$ cat src/rtl/disp_src_sel.sv
`default_nettype none
// +--------------------------------------------------------------------------+
// | disp_src_sel : registered display-source selector with blanking on every  |
// | mode change. Optional output freeze via `MODE_SEL_HOLD_EN.                |
// | Revision: 1.0                                                            |
// +--------------------------------------------------------------------------+
module disp_src_sel #(
  parameter int WIDTH        = 14,
  parameter int NUM_CH       = 3,
  parameter int BLANK_CYCLES = 4,
  localparam int MODE_W      = $clog2(NUM_CH)
) (
  input  logic                    i_clk,
  input  logic                    i_rst_n,
  input  logic [NUM_CH*WIDTH-1:0] i_data,
  input  logic                    i_mode_btn,
  input  logic                    i_mode_load,
  input  logic [MODE_W-1:0]       i_mode_val,
  input  logic                    i_hold,
  output logic [MODE_W-1:0]       o_mode,
  output logic [WIDTH-1:0]        o_muxOut,
  output logic                    o_blank,
  output logic                    o_mode_chg
);

  localparam int                CNT_W     = $clog2(BLANK_CYCLES + 1);
  localparam logic [MODE_W:0]   NUM_CH_V  = (MODE_W + 1)'(NUM_CH);
  localparam logic [MODE_W-1:0] LAST_MODE = MODE_W'(NUM_CH - 1);
  localparam logic [CNT_W-1:0]  CNT_LOAD  = CNT_W'(BLANK_CYCLES);
  localparam logic [CNT_W-1:0]  CNT_LAST  = CNT_W'(1);

  typedef enum logic [0:0] {
    SHOW  = 1'b0,
    BLANK = 1'b1
  } state_t;

  state_t             state;
  logic [CNT_W-1:0]   cnt;
  logic [WIDTH-1:0]   sel;
  logic               chg;
  logic [MODE_W-1:0]  next_mode;

`ifndef MODE_SEL_HOLD_EN
  logic unused_hold;
  assign unused_hold = i_hold;
`endif

  always_comb begin
    sel = '0;
    for (int k = 0; k < NUM_CH; k++) begin
      if (o_mode == MODE_W'(k)) sel = i_data[k*WIDTH +: WIDTH];
    end
  end

  // A load always swallows a concurrent button press, even if the load is rejected.
  always_comb begin
    chg       = 1'b0;
    next_mode = o_mode;
    if (i_mode_load) begin
      chg       = ({1'b0, i_mode_val} < NUM_CH_V) && (i_mode_val != o_mode);
      next_mode = i_mode_val;
    end else if (i_mode_btn) begin
      chg       = 1'b1;
      next_mode = (o_mode == LAST_MODE) ? '0 : o_mode + MODE_W'(1);
    end
  end

  always_ff @(posedge i_clk or negedge i_rst_n) begin
    if (!i_rst_n) begin
      state      <= SHOW;
      cnt        <= '0;
      o_mode     <= '0;
      o_muxOut   <= '0;
      o_blank    <= 1'b0;
      o_mode_chg <= 1'b0;
    end else begin
      o_mode_chg <= chg;
      if (chg) begin
        o_mode   <= next_mode;
        state    <= BLANK;
        cnt      <= CNT_LOAD;
        o_blank  <= 1'b1;
        o_muxOut <= '0;
      end else begin
        case (state)
          SHOW: begin
`ifdef MODE_SEL_HOLD_EN
            if (!i_hold) o_muxOut <= sel;
`else
            o_muxOut <= sel;
`endif
          end
          BLANK: begin
            // Exit edge always loads the new channel, regardless of hold.
            if (cnt == CNT_LAST) begin
              state    <= SHOW;
              cnt      <= '0;
              o_blank  <= 1'b0;
              o_muxOut <= sel;
            end else begin
              cnt <= cnt - CNT_LAST;
            end
          end
          default: begin
            state   <= SHOW;
            o_blank <= 1'b0;
          end
        endcase
      end
    end
  end

endmodule
`default_nettype wire

$ cat config.mk
export PLATFORM = sky130hd
export DESIGN_NAME = disp_src_sel
export DESIGN_NICKNAME = d
export VERILOG_FILES = /design/src/rtl/disp_src_sel.sv
export SDC_FILE = /design/constraint.sdc
export NUM_CORES = 1
export LEC_CHECK = 0
export BUFFER_PORTS_ARGS = -buffer_cell sky130_fd_sc_hd__buf_2
export CELL_PAD_IN_SITES_DETAIL_PLACEMENT = 1
export CELL_PAD_IN_SITES_GLOBAL_PLACEMENT = 1
export CORE_ASPECT_RATIO = 0.75
export CORE_MARGIN = 10
export CORE_UTILIZATION = 33
export DETAILED_ROUTE_END_ITERATION = 12
export PLACE_DENSITY = 0.83
export SLEW_MARGIN = 20
export SYNTH_ARGS = -nofsm -noshare
export SYNTH_HDL_FRONTEND = slang
export SYNTH_SLANG_ARGS = --single-unit
export TNS_END_PERCENT = 100
$ cat constraint.sdc
create_clock -name i_clk -period 1.85 [get_ports i_clk]
set_clock_uncertainty 0.2 [all_clocks]
set_input_delay 0.185 -clock i_clk [delete_from_list [all_inputs] [get_ports i_clk]]
set_output_delay 0.185 -clock i_clk [all_outputs]
set_load 0.01 [all_outputs]
==> metrics <==
status complete, no violations; Worst-Skew Late Latency 0.26 ns; number of antenna diodes 0; cts hold-fix bufs 1; R2R setup slack 0.16 ns; Arr. time, crit path 1.67 ns; sequential cell area fraction in the yosys report 0.399; crit path cell chain inv_1 > ha_1 > inv_1 > o21ai_2 > buf_12 > nor2_1 > a211oi_2; final core occ 0.455; Combinational Power Share 0.521; Pwr Total 0.00243 W; share of cells above drive strength 1 0.498; cell internal pwr 0.00147 W; Starting Density 0.340; I/O Pins 67; Placer Congestion 0.782; RSZ-0062 raised after global routing false; final period utilization 0.914; Simple-Gate Fraction of Synth Area 0.126; post-synthesis mux area share 0.126; total number of vias 1233; Clk pwr share 0.184; number of post-CTS setup repair buffers 0; max incr delay on CP 0.39 ns; Synth Flop Type dfrtp_1; commonest non-fill, non-tap cells in the layout 65 x buf_2, 32 x nor2_1, 22 x dfrtp_1; CP Launch Point cnt[1]; endpoints failing hold 0; # fillers 487; worst slew pin tran 0.500 ns; Fin Hold WS 0.0777 ns; Total Nets Final 253; floorplan die height 76.0 µm; largest net degree at the start of global routing 32; Synth Warn # 0; Post-Synth Adder-Cell Area 0.0181; Port Buffers 65; worst-case clock buffer depth 2; Leak 0.902 nW; Setup TNS Final 0 ns; vias in the first global route 1409; synthesized area per cell 10.5 µm²; commonest non-fill, non-tap cell in the layout buf_2; Post-Route WL 4.12 mm; ys async rst share 1.00; Rows 20; fmax 0.592 GHz; Die W 94.7 µm; depth of the CTS H-tree 1; Worst Path Buf+Inv 3; Top cell by count, worst path inv_1; routed vias/inst 4.82; GRT Residual Overflow 0; DP Wirelength 3.39 mm; Worst EP required 1.83 ns; Rel. slew slack 0.667; layer with the highest usage met2; Clock Sinks 22; total core area 4050 µm²; CTS tree done; area delta synth->final 33.5%; EDFF count, synth 0; Psw 0.000964 W; switching share of power 0.396; slowest stage cell on the critical path dfrtp_1; VDD IR-drop max 0.000582 V; cts repair resizes 0; Crit path max-delay family flip-flops; pre-CTS setup slack 0.167 ns; GRT Util Overall 0.114; CP Capture Type register; Synth Area in Compound Gates 0.250; Tmin final 1.69 ns; fin. max-slew vios 0; detailed router's first-iteration violation count 43; TritonCTS Buffers 3; Critical Path Start Type register; xor/xnor share of the synthesized area 0; final setup fails 0; Critical Path Stages 7; worst reg2reg path endpoint o_muxOut[8]; syn_nets 183; R2R depth 7; post-synthesis instance area 1380 µm²; largest family of logic cells by synthesized area compound AO/OA/AOI/OAI gates; worst hold path class input pin to register; global-route wire length before repair 6.82 mm; crit path to o_muxOut[8]; MaxCap Viol Count 0; crit-path max FO 31; Avg WL per Cell 16.1 µm; initial antenna violation count 0; GR Util met2 0.190; post-route ant nets 0; final setup margin 0.160 ns; met3 usage in global routing 0.0482; critical path class register to register; Detailed Routing Iterations Pass 1 4; DRC viols 0; Unique masters post-synth 27; PD cells 1320 nW/µm²; #FFs+latches synth 22; FF-to-FF Start cnt[1]; met1 usage 0.135; Clk pin slew, worst setup/hold paths 0.08 ns; Die Footprint 7200 µm²; Hold Path Depth 3; Seq pwr share 0.295; Post-Syn Instances 132; Root Buffer clkbuf_8
state kept, by name, indices dropped and copies added (netlist names):
signal	flops
o_muxOut	14
o_mode_chg	1
o_mode	2
state	1
cnt	3
o_blank	1
worst register-to-register path: stages, from the launching register on:
cell and delay [ns]:
dfrtp_1 0.39, inv_1 0.08, ha_1 0.16, inv_1 0.07
o21ai_2 0.18, buf_12 0.22, nor2_1 0.10, a211oi_2 0.20
synthesized netlist by cell type (2+ instances only):
master / number / area, µm²
mux2_2: 3 / 33.8
nand2_1: 2 / 7.51
a21oi_1: 14 / 70.1
buf_2: 4 / 20.0
buf_6: 5 / 56.3
mux2i_1: 14 / 140
o21bai_4: 2 / 37.5
nor2_1: 32 / 120
ha_1: 2 / 25.0
dfrtp_1: 22 / 551
a211oi_2: 13 / 163
inv_1: 4 / 15.0
cells by family (layout without fill, tap and decap cells):
group                      after synthesis  in the layout
muxes                                   17             17
DFF                                     22             22
AOI/OAI and AO/OA                       37             37
adders and majority gates                2              2
buffers and inverters                   14             83
and+or+nand+nor                         40             40
metal layers:
| layer | wire (µm) | share of wire |
|---|---|---|
| met5 | 0 | 0 |
| met3 | 387 | 0.094 |
| met4 | 11 | 0.0027 |
| met1 | 1820 | 0.44 |
| met2 | 1890 | 0.46 |
power groups by stage:
| stage | sequential [W] | clock, W | combinational, W |
|---|---|---|---|
| after floorplan | 0.000772 | 0 | 0.000876 |
| after global placement | 0.000721 | 0 | 0.00124 |
| after detailed placement | 0.000727 | 0 | 0.00129 |
| after CTS | 0.000721 | 0.000459 | 0.00129 |
| after global routing | 0.000740 | 0.000479 | 0.00142 |
| final | 0.000719 | 0.000447 | 0.00127 |
stage by stage:
step | cell area (µm²) | instances
finish | 1840 | 256
global route | 1840 | 256
CTS | 1840 | 256
detailed placement | 1760 | 251
global placement | 1760 | 251
floorplan | 1380 | 132
how the worst min path moves through the flow:
stage                     startpoint      endpoint  slack [ns]
after floorplan              i_rst_n        cnt[0]       -0.31
after global placement       i_rst_n  o_muxOut[12]       -0.02
after detailed placement     i_rst_n  o_muxOut[10]       -0.01
after CTS                 i_data[30]   o_muxOut[2]        0.07
after global routing      i_data[32]   o_muxOut[4]        0.08
final                     i_data[30]   o_muxOut[2]        0.08
cell type report:
class | instances | area, µm² | share of cell area
clock buffers | 3 | 41.3 | 0.0224
clock inverters | 1 | 30.0 | 0.0163
inverters | 4 | 15.0 | 0.00815
multi-input cells | 96 | 722 | 0.392
flip-flops and latches | 22 | 551 | 0.299
well taps | 55 | 68.8 | 0.0373
repair buffers | 75 | 415 | 0.225
Power figures use the tool's default switching activity.
